<file path="src/rtl/tcb_peri_uart_pkg.sv">
// Shared types for the UART receive-side controller.
package tcb_peri_uart_pkg;

  typedef enum logic [1:0] {
    RUN      = 2'd0,
    ABR_FALL = 2'd1,
    ABR_LOW  = 2'd2,
    ABR_SKIP = 2'd3
  } uart_rx_ctl_st_t;

endpackage

</file>
<file path="src/rtl/tcb_peri_uart_rx_ctl_if.sv">
// Ready/valid byte stream leaving the RX controller FIFO.
interface tcb_peri_uart_rx_ctl_if #(
  parameter int DW = 8
) ();
  logic          str_vld;
  logic          str_rdy;
  logic [DW-1:0] str_dat;

  modport master (output str_vld, output str_dat, input str_rdy);
  modport slave  (input str_vld, input str_dat, output str_rdy);
endinterface

</file>
<file path="src/rtl/tcb_peri_uart_fifo.sv">
// Synchronous register FIFO, show-ahead read; a push while full is accepted only with a same-cycle pop.
module tcb_peri_uart_fifo #(
  parameter int DW = 8,
  parameter int FA = 2
) (
  input  logic          clk,
  input  logic          rst,
  input  logic          push_i,
  input  logic          pop_i,
  input  logic [DW-1:0] din_i,
  output logic [DW-1:0] dout_o,
  output logic          full_o,
  output logic          empty_o,
  output logic [FA:0]   cnt_o
);
  localparam int DEPTH = 2 ** FA;

  logic [DW-1:0] mem_q [DEPTH];
  logic [FA-1:0] wr_q, wr_d, rd_q, rd_d;
  logic [FA:0]   cnt_q, cnt_d;
  logic          wr_en, rd_en;

  assign full_o  = (cnt_q == (FA+1)'(DEPTH));
  assign empty_o = (cnt_q == '0);
  assign cnt_o   = cnt_q;
  assign dout_o  = mem_q[rd_q];
  assign wr_en   = push_i & (~full_o | pop_i);
  assign rd_en   = pop_i & ~empty_o;

  always_comb begin
    wr_d  = wr_q;
    rd_d  = rd_q;
    cnt_d = cnt_q;
    if (wr_en) wr_d = wr_q + FA'(1);
    if (rd_en) rd_d = rd_q + FA'(1);
    case ({wr_en, rd_en})
      2'b10:   cnt_d = cnt_q + (FA+1)'(1);
      2'b01:   cnt_d = cnt_q - (FA+1)'(1);
      default: cnt_d = cnt_q;
    endcase
  end

  always_ff @(posedge clk) begin
    if (rst) begin
      wr_q  <= '0;
      rd_q  <= '0;
      cnt_q <= '0;
    end else begin
      wr_q  <= wr_d;
      rd_q  <= rd_d;
      cnt_q <= cnt_d;
    end
  end

  always_ff @(posedge clk) begin
    if (wr_en) mem_q[wr_q] <= din_i;
  end
endmodule

</file>
<file path="src/rtl/tcb_peri_uart_rx_ctl.sv">
// UART RX controller: des baud config (software or 0x55 autobaud), rxd gating, output FIFO.
// state    | meaning
// RUN      | normal reception, rxd passed to des, software cfg writes accepted
// ABR_FALL | autobaud armed, waiting for the start-bit falling edge
// ABR_LOW  | measuring the start-bit low time
// ABR_SKIP | discarding the rest of the sync char until 2 bit times of idle
module tcb_peri_uart_rx_ctl
  import tcb_peri_uart_pkg::*;
#(
  parameter int            RW      = 16,
  parameter int            DW      = 8,
  parameter int            FA      = 2,
  parameter logic [RW-1:0] BDR_RST = 16'd867,
  parameter int            ABR_MIN = 4
) (
  input  logic                   clk,
  input  logic                   rst,
  input  logic                   rxd,
  output logic                   des_rxd,
  output logic [RW-1:0]          cfg_bdr,
  output logic [RW-1:0]          cfg_smp,
  input  logic                   des_vld,
  input  logic [DW-1:0]          des_dat,
  input  logic                   sw_bdr_wen,
  input  logic [RW-1:0]          sw_bdr_dat,
  input  logic                   abr_req,
  output logic                   sts_bsy,
  output logic                   sts_err,
  output logic                   sts_ovf,
  input  logic                   sts_clr,
  output logic [FA:0]            sts_cnt,
  tcb_peri_uart_rx_ctl_if.master str
);
  // One spare bit beyond the measure range so the skip target 2*(bdr+1) always fits.
  localparam int            CW      = RW + 2;
  localparam logic [CW-1:0] CNT_TMO = CW'(2 ** RW);
  localparam logic [CW-1:0] CNT_MIN = CW'(ABR_MIN);

  uart_rx_ctl_st_t st_q, st_d;
  logic [CW-1:0]   cnt_q, cnt_d;
  logic [RW-1:0]   bdr_q, bdr_d, smp_q, smp_d;
  logic            err_q, err_d, ovf_q, ovf_d;
  logic            rxd_q;
  logic            abr_err;
  logic [RW-1:0]   meas_m1;
  logic [CW-1:0]   skip_tgt;
  logic            fifo_pop, fifo_full, fifo_empty, fifo_ovf;

  assign meas_m1  = RW'(cnt_q - CW'(1));
  assign skip_tgt = ({{(CW-RW){1'b0}}, bdr_q} + CW'(1)) << 1;

  always_comb begin
    st_d    = st_q;
    cnt_d   = cnt_q;
    bdr_d   = bdr_q;
    smp_d   = smp_q;
    abr_err = 1'b0;
    case (st_q)
      RUN: begin
        if (sw_bdr_wen) begin
          bdr_d = sw_bdr_dat;
          smp_d = sw_bdr_dat >> 1;
        end
        if (abr_req) st_d = ABR_FALL;
      end
      ABR_FALL: begin
        // The edge cycle already has rxd low, so it is the first counted cycle.
        if (rxd_q && !rxd) begin
          cnt_d = CW'(1);
          st_d  = ABR_LOW;
        end
      end
      ABR_LOW: begin
        if (rxd) begin
          if (cnt_q >= CNT_MIN) begin
            bdr_d = meas_m1;
            smp_d = meas_m1 >> 1;
          end else begin
            abr_err = 1'b1;
          end
          cnt_d = '0;
          st_d  = ABR_SKIP;
        end else if (cnt_q == CNT_TMO) begin
          abr_err = 1'b1;
          st_d    = RUN;
        end else begin
          cnt_d = cnt_q + CW'(1);
        end
      end
      ABR_SKIP: begin
        if (!rxd) cnt_d = '0;
        else if (cnt_q + CW'(1) == skip_tgt) st_d = RUN;
        else cnt_d = cnt_q + CW'(1);
      end
      default: st_d = RUN;
    endcase
  end

  assign fifo_pop = str.str_rdy & ~fifo_empty;
  assign fifo_ovf = des_vld & fifo_full & ~fifo_pop;

  always_comb begin
    err_d = err_q;
    ovf_d = ovf_q;
    if (sts_clr) begin
      err_d = 1'b0;
      ovf_d = 1'b0;
    end
    if (abr_err)  err_d = 1'b1;
    if (fifo_ovf) ovf_d = 1'b1;
  end

  always_ff @(posedge clk) begin
    if (rst) begin
      st_q  <= RUN;
      cnt_q <= '0;
      bdr_q <= BDR_RST;
      smp_q <= BDR_RST >> 1;
      err_q <= 1'b0;
      ovf_q <= 1'b0;
      rxd_q <= 1'b1;
    end else begin
      st_q  <= st_d;
      cnt_q <= cnt_d;
      bdr_q <= bdr_d;
      smp_q <= smp_d;
      err_q <= err_d;
      ovf_q <= ovf_d;
      rxd_q <= rxd;
    end
  end

  assign des_rxd = (st_q == RUN) ? rxd : 1'b1;
  assign sts_bsy = (st_q != RUN);
  assign sts_err = err_q;
  assign sts_ovf = ovf_q;
  assign cfg_bdr = bdr_q;
  assign cfg_smp = smp_q;
  assign str.str_vld = ~fifo_empty;

  tcb_peri_uart_fifo #(.DW(DW), .FA(FA)) u_fifo (
    .clk     (clk),
    .rst     (rst),
    .push_i  (des_vld),
    .pop_i   (fifo_pop),
    .din_i   (des_dat),
    .dout_o  (str.str_dat),
    .full_o  (fifo_full),
    .empty_o (fifo_empty),
    .cnt_o   (sts_cnt)
  );
endmodule
</file>
<file path="src/flat_wrapper.sv">
// flat-port wrapper written by rule: the top's interface ports become plain ports
module tcb_peri_uart_rx_ctl_flat import tcb_peri_uart_pkg::*;
#(
  parameter int            RW      = 16,
  parameter int            DW      = 8,
  parameter int            FA      = 2,
  parameter logic [RW-1:0] BDR_RST = 16'd867,
  parameter int            ABR_MIN = 4
)
  (clk, rst, rxd, des_rxd, cfg_bdr, cfg_smp, des_vld, des_dat, sw_bdr_wen, sw_bdr_dat, abr_req, sts_bsy, sts_err, sts_ovf, sts_clr, sts_cnt, str_str_vld, str_str_dat, str_str_rdy);
  tcb_peri_uart_rx_ctl_if #(.DW(DW)) str_i ();
  input  logic clk;
  input  logic rst;
  input  logic rxd;
  output logic des_rxd;
  output logic [RW-1:0] cfg_bdr;
  output logic [RW-1:0] cfg_smp;
  input  logic des_vld;
  input  logic [DW-1:0] des_dat;
  input  logic sw_bdr_wen;
  input  logic [RW-1:0] sw_bdr_dat;
  input  logic abr_req;
  output logic sts_bsy;
  output logic sts_err;
  output logic sts_ovf;
  input  logic sts_clr;
  output logic [FA:0] sts_cnt;
  output wire logic [$bits(str_i.str_vld)-1:0] str_str_vld;
  output wire logic [$bits(str_i.str_dat)-1:0] str_str_dat;
  input wire logic [$bits(str_i.str_rdy)-1:0] str_str_rdy;
  assign str_str_vld = str_i.str_vld;
  assign str_str_dat = str_i.str_dat;
  assign str_i.str_rdy = str_str_rdy;
  tcb_peri_uart_rx_ctl #(.RW(RW), .DW(DW), .FA(FA), .BDR_RST(BDR_RST), .ABR_MIN(ABR_MIN)) u_core (.clk(clk), .rst(rst), .rxd(rxd), .des_rxd(des_rxd), .cfg_bdr(cfg_bdr), .cfg_smp(cfg_smp), .des_vld(des_vld), .des_dat(des_dat), .sw_bdr_wen(sw_bdr_wen), .sw_bdr_dat(sw_bdr_dat), .abr_req(abr_req), .sts_bsy(sts_bsy), .sts_err(sts_err), .sts_ovf(sts_ovf), .sts_clr(sts_clr), .sts_cnt(sts_cnt), .str(str_i));
endmodule
</file>
<file path="config.mk">
export PLATFORM = sky130hd
export DESIGN_NAME = tcb_peri_uart_rx_ctl_flat
export DESIGN_NICKNAME = d
export VERILOG_FILES = /design/src/rtl/tcb_peri_uart_pkg.sv /design/src/rtl/tcb_peri_uart_rx_ctl_if.sv /design/src/rtl/tcb_peri_uart_fifo.sv /design/src/rtl/tcb_peri_uart_rx_ctl.sv /design/src/flat_wrapper.sv
export SDC_FILE = /design/constraint.sdc
export NUM_CORES = 1
export LEC_CHECK = 0
export ABC_AREA = 0
export BUFFER_PORTS_ARGS = -buffer_cell sky130_fd_sc_hd__buf_2
export CORE_UTILIZATION = 40
export DETAILED_ROUTE_END_ITERATION = 8
export GPL_ROUTABILITY_DRIVEN = 0
export GPL_TIMING_DRIVEN = 1
export HOLD_SLACK_MARGIN = 0.15
export SKIP_CTS_REPAIR_TIMING = 1
export SYNTH_ARGS = -nofsm -noshare
export SYNTH_HDL_FRONTEND = slang
export SYNTH_SLANG_ARGS = --single-unit
export TNS_END_PERCENT = 20
</file>
<file path="constraint.sdc">
create_clock -name clk -period 9 [get_ports clk]
set_input_delay 0.9 -clock clk [delete_from_list [all_inputs] [get_ports clk]]
set_output_delay 0.9 -clock clk [all_outputs]
set_load 0.005 [all_outputs]
</file>
==> impl_metrics.tcl, run 1 <==
set metrics [dict create \
    status "finished clean" \
    worst-path-buf-inv 0 \
    place_hpwl_um 8680 \
    min-delay-path-class "flip-flop to flip-flop" \
    die_area_sq_mm 0.0128 \
    drc 0 \
    ir_drop_mv 0.0831 \
    root_buffer "clkbuf_16" \
    routed_wl_um 12600 \
    fin_crit_ns 3.56 \
    num_vias 4060 \
    fin_skew_ns 0.00747 \
    yosysTopAreaCellShare 0.195 \
    syn-num-nets 565 \
    wl_per_cell_um 17.9 \
    port_buffers 78 \
    multi_input_comb_area_sq_mm 0.00261 \
    overflow 0 \
    antenna_found_initial 0 \
    path_clk_slew_ns 0.06 \
    synth_cells 523 \
    floorplan.die.height_um 113 \
    path_delay_family "simple AND/OR/NAND/NOR gates" \
    period_share 0.396 \
    p_total_mw 1.04 \
    r2r_start "u_core.cnt_q[0]$_SDFFE_PP0P_" \
    start_util 0.410 \
    max_freq_mhz 281 \
    final_util 0.456 \
    grt_pass1_wl_um 20100 \
    hold_viol_final 0 \
    worstPathRequired_ns 9.26 \
    synth_edf_count 32 \
    grt_max_degree 38 \
    cts_tree "done" \
    syn_avg_cell_area_sq_um 9.42 \
    start_kind "flip-flop" \
    synthTopCellsByCount "48 x dfxtp_1, 40 x nor2_1, 39 x nand2_1" \
    core_sq_mm 0.0120 \
    synth_seq_area_share 0.390 \
    seq_area_sq_mm 0.00192 \
    critical_path_class "flip-flop to flip-flop" \
    rows 40 \
    nFillCells 1159 \
    critPathLaunch "u_core.cnt_q[0]$_SDFFE_PP0P_" \
    synthTopCellsByArea "dfxtp_1 19%, edfxtp_1 19%, xnor2_1 6.4%" \
    drive_above_1_share 0.215 \
    firstDrtPassIters 5 \
    rsz0062_at_grt "no" \
    worstPathArrival_ns 3.82 \
    worstPathCellList "ha_1 -> and3_1 -> and3_4 -> xnor3_1 -> or3_1 -> a2111oi_4 -> and4_1 -> o311ai_0 -> o21ai_0" \
    synth-main-ff-cell "dfxtp_1" \
    cp_slowest_cell "and4_1" \
    tightest_slew_ns 1.01 \
    grt_pass1_vias 3815 \
    yosysWarnings 0 \
    end_kind "flip-flop" \
    viasPerCell 5.75 \
    die_x_um 113 \
    antenna_left 0 \
    setup_tns_ns 0 \
    setup_viol 0 \
    fin_nets 596 \
    clock_latency_ns 0.34 \
    p_per_area_mw_per_mm2 190 \
    async_flop_share 0 \
    cts_buffers 9 \
    ys_types 67 \
    syn-cell-area_sq_mm 0.00493 \
    synth_area_leader_cell "dfxtp_1" \
    yosysMostFrequentCell "dfxtp_1" \
    max_cap_viol_count 0 \
    area_growth_pct 11.0 \
    holdWs_ns 0.473 \
    cts.sinks 80 \
    track_usage 0.203 \
    drtIter0Drc 461 \
    path_max_fanout 18 \
    max_stage_delay_ns 0.72 \
    cts.path.max_buffers 2 \
    diodes 0 \
    slew_viol_final 0 \
    cts-htree-levels 3 \
    pin_count 80 \
    synth_seq_cells 80 \
    slew_headroom 0.326 \
    leakage_nw 2.03 \
    min-delay-start "u_core.sts_err$_SDFFE_PP0P_" \
]
-- logic make-up (layout without fill, tap and decap cells) --
group	count (synthesis)	after routing	share of synthesized area
compound gates	100	100	0.137
fa+ha+maj	10	10	0.0269
simple gates	192	192	0.213
mux	12	12	0.0449
flops	80	80	0.390
buf+inv	73	109	0.0810
other cells	1	1	0.000761
xor+xnor	55	55	0.106
-- report_power, final --
group          total [mW]  switching (mW)  internal [mW]
registers           0.446          0.0382          0.408
logic               0.218           0.113          0.106
clock network       0.375           0.158          0.217
-- worst register-to-register path, stage by stage (launching register included) --
cell       delay [ns]
dfxtp_1          0.51
ha_1             0.32
and3_1           0.33
and3_4           0.23
xnor3_1          0.22
or3_1            0.41
a2111oi_4        0.38
and4_1           0.72
o311ai_0         0.23
o21ai_0          0.13
-- per-layer routing --
metal	share of wire	up-vias	wire length, um	track usage
met4	0.010	0	127	0.0658
met3	0.069	13	871	0.0450
li1	-	1946	-	-
met5	0	-	0	0
met1	0.48	1929	6040	0.286
met2	0.44	172	5570	0.309
-- state kept, by name, indices dropped and copies added, names as in the netlist, 2 cells and up, named ones only --
register             cells
u_core.u_fifo.cnt_o      3
u_core.cnt_q            18
u_core.cfg_bdr          16
u_core.u_fifo.wr_q       2
u_core.st_q              2
u_core.u_fifo.rd_q       2
u_core.u_fifo.mem_q     32
-- metrics by stage --
| stage | cell area (sq um) | instances | setup slack (ns) |
|---|---|---|---|
| final | 5470 | 706 | 5.44 |
| after global routing | 5470 | 706 | 5.18 |
| after CTS | 5470 | 706 | 5.47 |
| after detailed placement | 5170 | 690 | 5.47 |
| after global placement | 5170 | 690 | 5.62 |
| after floorplan | 4930 | 523 | 6.16 |
-- path summary, 6_finish.rpt --
check / end / cells past startpoint / slack, ns
setup / recovery: u_core.cnt_q[8]$_SDFFE_PP0P_ / 9 / 5.44
hold / removal: u_core.sts_err$_SDFFE_PP0P_ / 2 / 0.47
setup reg to reg: u_core.cnt_q[8]$_SDFFE_PP0P_ / 9 / 5.44
hold reg to reg: u_core.sts_err$_SDFFE_PP0P_ / 2 / 0.47
-- area by class of cell --
type / count / area share
Sequential cell: 80 / 0.351
Clock buffer: 9 / 0.0412
Clock inverter: 7 / 0.0142
Inverter: 13 / 0.00892
Multi-Input combinational cell: 370 / 0.477
Timing Repair Buffer: 80 / 0.0741
Tap cell: 147 / 0.0336
-- placed cells by master (no fill, tap or decap), types with 3 or more instances in the layout --
| cell | n |
|---|---|
| o21ai_1 | 7 |
| xnor2_1 | 36 |
| nand3_1 | 17 |
| mux4_2 | 8 |
| dfxtp_1 | 48 |
| buf_2 | 78 |
| a21oi_1 | 24 |
| nor2_1 | 40 |
| nand2b_1 | 4 |
| nor4_2 | 3 |
| nor4_1 | 9 |
| ha_1 | 9 |
| a211oi_1 | 10 |
| nor2b_1 | 6 |
| o21ai_0 | 23 |
| nand4_1 | 18 |
| or4_1 | 5 |
| edfxtp_1 | 32 |
| o311ai_0 | 3 |
| nor3_1 | 12 |
| o211ai_1 | 12 |
| or3_1 | 5 |
| and2_1 | 7 |
| clkbuf_16 | 9 |
| and4_1 | 7 |
| inv_1 | 12 |
| nand2_1 | 39 |
| xnor3_1 | 3 |
| xor2_1 | 16 |
| mux2i_1 | 3 |
Note: power is estimated with default switching activity, not from simulation.
==> inputs of run 2 (changes only) <==
- ABC_AREA: 0 -> 1
- clock period: 9 -> 3.1 ns (I/O delays scaled with it)
==> run 2 against run 1 <==
  * Fmax is 29% higher
  * Synthesized cell count is 51% higher
  * Total power grew to 5.5 times the previous value
  * Combinational power grew to 13 times the previous value
  * Hold slack worse by 0.30 ns
  * First-iteration DRC count is 1.1% lower
  * Area after synthesis is 8.5% higher
  * Global-route usage is 1.6 points higher
  * Final area is 11% higher
  * Sequential power grew to 4.1 times the previous value
  * Clock skew is 0.0011 ns lower
  * Die area is 8.4% higher
==> impl_metrics.tcl, run 2 <==
set metrics [dict create \
    status "finished clean" \
    drive_above_1_share 0.159 \
    synthTopCellsByCount "228 x nand2_1, 95 x nor2_1, 80 x inv_1" \
    floorplan.die.height_um 118 \
    die_x_um 118 \
    critical_path_class "flip-flop to flip-flop" \
    ir_drop_mv 0.381 \
    tightest_slew_ns 0.815 \
    firstDrtPassIters 5 \
    routed_wl_um 15300 \
    nFillCells 1342 \
    synth_area_leader_cell "dfxtp_1" \
    yosysMostFrequentCell "nand2_1" \
    p_per_area_mw_per_mm2 945 \
    synth_cells 792 \
    antenna_found_initial 0 \
    diodes 0 \
    gr-max-usage-layer "met2" \
    overflow 0 \
    num_vias 5420 \
    drc 0 \
    pin_count 80 \
    rows 41 \
    worst_slack_ns 0.332 \
    synth_edf_count 32 \
    cts_tree "done" \
    synth_seq_cells 80 \
    cts.path.max_buffers 2 \
    viasPerCell 5.30 \
    place_ws_ns 0.343 \
    wl_per_cell_um 14.9 \
    syn-cell-area_sq_mm 0.00535 \
    fin_skew_ns 0.00640 \
    start_kind "flip-flop" \
    final_common_cell "nand2_1" \
    syn_avg_cell_area_sq_um 6.75 \
    fin_nets 887 \
    synth-xor-area-share 0.0131 \
    track_usage 0.219 \
    max_cap_viol_count 0 \
    final_util 0.472 \
    synthTopCellsByArea "dfxtp_1 18%, edfxtp_1 18%, nand2_1 16%" \
    ys_types 40 \
    async_flop_share 0 \
    syn-num-nets 834 \
    root_buffer "clkbuf_16" \
    slew_headroom 0.455 \
    met2_usage 0.335 \
    synth-adder-area-share 0.0248 \
    cts.sinks 80 \
    drtIter0Drc 456 \
    yosys.area_share.simple 0.363 \
    place_hpwl_um 11400 \
    hold_viol_final 0 \
    path_clk_slew_ns 0.07 \
    most-common-layout-cells "228 x nand2_1, 95 x nor2_1, 80 x inv_1, 78 x buf_2, 56 x o21ai_0" \
    core_sq_mm 0.0128 \
    area_growth_pct 13.3 \
    antenna_left 0 \
    yosysTopAreaCellShare 0.180 \
    cts-htree-levels 3 \
    grt_pass1_wl_um 23900 \
    largest_reg_flops 32 \
    synth_compound_area_frac 0.129 \
    clock_latency_ns 0.34 \
    cts_buffers 9 \
    setup_viol 0 \
    yosysWarnings 0 \
    setup_tns_ns 0 \
    seq_area_sq_mm 0.00192 \
    port_buffers 78 \
    min-delay-path-class "input port to flip-flop" \
    synth_top_family_by_area "simple AND/OR/NAND/NOR gates" \
    die_area_sq_mm 0.0138 \
    synth-main-ff-cell "dfxtp_1" \
    grtUsageMet3 0.0291 \
    worstPathRequired_ns 3.34 \
    start_util 0.417 \
    grt_max_degree 36 \
    max_freq_mhz 361 \
    rsz0062_at_grt "no" \
    period_share 0.893 \
    use_met1 0.317 \
    max_flop_register "u_core.u_fifo.mem_q" \
    fin_crit_ns 2.77 \
    path_max_fanout 18 \
    leakage_nw 2.69 \
    multi_input_comb_area_sq_mm 0.00285 \
    worstPathArrival_ns 3.01 \
    synth_seq_area_share 0.359 \
    grt_pass1_vias 4662 \
    end_kind "flip-flop" \
    slew_viol_final 0 \
    yosys-mux-area-fraction 0 \
]
==> run 2: changes by cell type after synthesis, sizes merged, moves of 29 or more <==
| cell | before | now |
|---|---|---|
| xnor2 | 36 | 1 |
| o21ai | 31 | 60 |
| nand3 | 17 | 68 |
| nor2 | 40 | 106 |
| inv | 12 | 82 |
| nand2 | 40 | 233 |
==> run 2: kinds of logic after synthesis <==
logic type | after synthesis
xor+xnor | 8
compound gates | 128
simple gates | 436
buf+inv | 129
fa+ha+maj | 10
other cells | 1
flops | 80
==> run 2: worst paths after layout <==
check | cells after the start | to | slack, ns | from
worst max-delay path | 16 | u_core.cnt_q[1]$_SDFFE_PP0P_ | 0.33 | u_core.cnt_q[0]$_SDFFE_PP0P_
worst min-delay path | 1 | u_core.u_fifo.mem_q[2][5]$_DFFE_PP_ | 0.18 | des_dat[5]
worst max register to register | 16 | u_core.cnt_q[1]$_SDFFE_PP0P_ | 0.33 | u_core.cnt_q[0]$_SDFFE_PP0P_
worst min register to register | 2 | u_core.sts_ovf$_SDFFE_PP0P_ | 0.46 | u_core.sts_ovf$_SDFFE_PP0P_
==> run 2: report_power, final <==
part	switching [mW]	internal (mW)	leakage, nW	total, mW
clock network	0.478	0.642	0.153	1.12
registers	0.471	1.36	0.690	1.83
logic	1.80	0.969	1.85	2.77
total	2.75	2.97	2.69	5.73
==> run 2: cell type report <==
type	instances	area share
repair buffers	84	0.0719
clock inverters	7	0.0140
inverters	86	0.0533
well taps	172	0.0355
flip-flops and latches	80	0.317
clock buffers	9	0.0372
multi-input cells	584	0.471
==> run 2: critical path, stage by stage (launching register included) <==
cell and delay, ns:
dfxtp_1 0.42, ha_1 0.26, nand2_1 0.14, nor2_2 0.24, nand2_2 0.14, inv_1 0.12, nand3_1 0.08, nand2_1 0.11
nand2_1 0.06, nand2_1 0.05, nand3_1 0.13, nor2_2 0.31, nand3_4 0.27, nand2_1 0.19, nand2_1 0.06, nand2_1 0.05
nor2_1 0.03
==> run 2: per-stage QoR <==
| stage | hold slack, ns | instance area [sq um] | cells | power (mW) |
|---|---|---|---|---|
| after floorplan | 0.409 | 5350 | 792 | 3.77 |
| after global placement | 0.448 | 5730 | 1005 | 4.53 |
| after detailed placement | 0.454 | 5730 | 1005 | 4.57 |
| after CTS | 0.175 | 6040 | 1021 | 5.70 |
| after global routing | 0.175 | 6060 | 1022 | 6.20 |
| final | 0.178 | 6060 | 1022 | 5.73 |
==> run 2: metal layers <==
metal / up-vias / routed length, um
li1: 2691 / -
met1: 2496 / 7220
met2: 203 / 6710
met3: 30 / 1010
met4: 0 / 308
met5: - / 0
==> inputs of run 3 (changes only) <==
- CORE_MARGIN: not set -> 10
==> run 3 against run 2 <==
  * Global-route usage decreased by 4.5 points
  * Highest routed layer unchanged
  * Wire length increased by 3.4%
  * Utilization decreased by 1.2 points
  * Largest power group unchanged
==> impl_metrics.tcl, run 3 (synthesis results as in run 2) <==
set metrics [dict create \
    status "finished clean" \
    die_area_sq_mm 0.0184 \
    critical_path_class "flip-flop to flip-flop" \
    path_clk_slew_ns 0.07 \
    worst_slack_ns 0.402 \
    largest_reg_flops 32 \
    num_vias 5221 \
    track_usage 0.174 \
    fin_skew_ns 0.00816 \
    rows 42 \
    rsz0062_at_grt "no" \
    die_x_um 136 \
    floorplan.die.height_um 136 \
    antenna_found_initial 0 \
    routed_wl_um 15800 \
    start_util 0.405 \
    cts.sinks 80 \
    max_flop_register "u_core.u_fifo.mem_q" \
    end_kind "flip-flop" \
    root_buffer "clkbuf_16" \
    setup_tns_ns 0 \
    grt_pass1_wl_um 25600 \
    grt_max_degree 35 \
    dp_cells 1012 \
    ir_drop_mv 0.361 \
    clock_latency_ns 0.34 \
    start_kind "flip-flop" \
    max_cap_viol_count 0 \
    antenna_left 0 \
    diodes 0 \
    holdWs_ns 0.180 \
    place_ws_ns 0.481 \
    cts_tree "done" \
    path_max_fanout 18 \
    worstPathArrival_ns 2.93 \
    tightest_slew_ns 0.800 \
    overflow 0 \
    fin_crit_ns 2.70 \
    max_freq_mhz 371 \
    reg2reg_slack_ns 0.40 \
    core_sq_mm 0.0132 \
    wl_per_cell_um 15.3 \
    drtIter0Drc 398 \
    setup_viol 0 \
    firstDrtPassIters 5 \
    most-common-layout-cells "228 x nand2_1, 95 x nor2_1, 80 x inv_1, 78 x buf_2, 56 x o21ai_0" \
    slew_headroom 0.465 \
    min-delay-path-class "input port to flip-flop" \
    finalNonFillerCells 1028 \
    drive_above_1_share 0.161 \
    hold_viol_final 0 \
    worstPathRequired_ns 3.33 \
    port_buffers 78 \
    cts.path.max_buffers 2 \
    cts-htree-levels 3 \
    fin_nets 889 \
    grt_pass1_vias 4961 \
    final_common_cell "nand2_1" \
    place_hpwl_um 12100 \
    pin_count 80 \
    cts_buffers 9 \
    drc 0 \
    leakage_nw 2.70 \
    viasPerCell 5.08 \
    area_growth_pct 13.5 \
    period_share 0.870 \
    slew_viol_final 0 \
    p_per_area_mw_per_mm2 947 \
]
## run 3: cell types whose count changed in the layout (fill, tap and decap cells not counted), sizes merged
cell	previous run	this run
buf	84	87
clkinv	6	5
clkinvlp	0	1
nand3	69	68
## run 3: final cells by class
type | instances | area [sq um]
multi-input combinational | 583 | 2830
timing repair buffer | 87 | 458
fill | 1420 | 7120
sequential | 80 | 1920
tap | 176 | 220
inverter | 86 | 323
clock inverter | 7 | 86.3
clock buffer | 9 | 225
## run 3: worst max-delay path, cell delays in order, from the launching register on
cell and delay, ns:
dfxtp_1 0.42, ha_1 0.27, nand2_1 0.14, nor2_2 0.27, nand2_2 0.14, nand2_1 0.11
nand2_1 0.07, nand2_1 0.06, nand2_1 0.05, clkinv_1 0.04, nand2_1 0.04, nor2_1 0.19
nand2_1 0.14, nor2_4 0.14, nand3_4 0.09, buf_4 0.22, a21oi_1 0.14, nor2_1 0.06
## run 3: worst paths after layout
path                                                    from                             endpoint  depth (start not counted)
worst max-delay path            u_core.cnt_q[0]$_SDFFE_PP0P_         u_core.cnt_q[6]$_SDFFE_PP0P_                         17
worst min-delay path                              des_dat[7]  u_core.u_fifo.mem_q[3][7]$_DFFE_PP_                          1
worst max register to register  u_core.cnt_q[0]$_SDFFE_PP0P_         u_core.cnt_q[6]$_SDFFE_PP0P_                         17
worst min register to register   u_core.sts_ovf$_SDFFE_PP0P_          u_core.sts_ovf$_SDFFE_PP0P_                          2
## run 3: through the flow
step | power [mW] | instance area (sq um) | util
finish | 5.74 | 6070 | 0.460
global route | 6.25 | 6070 | 0.460
CTS | 5.75 | 6070 | 0.460
detailed placement | 4.61 | 5760 | 0.436
global placement | 4.60 | 5760 | 0.436
floorplan | 3.77 | 5350 | -
## run 3: where the power goes
part	internal, mW	leakage (nW)	switching, mW
sequential	1.36	0.690	0.462
clock	0.643	0.150	0.482
combinational	0.975	1.86	1.82
## run 3: routing by layer
layer	GRT usage	part of all wire
met2	0.284	0.46
met3	0.0393	0.076
met5	0	0
met4	0.0598	0.014
met1	0.219	0.45
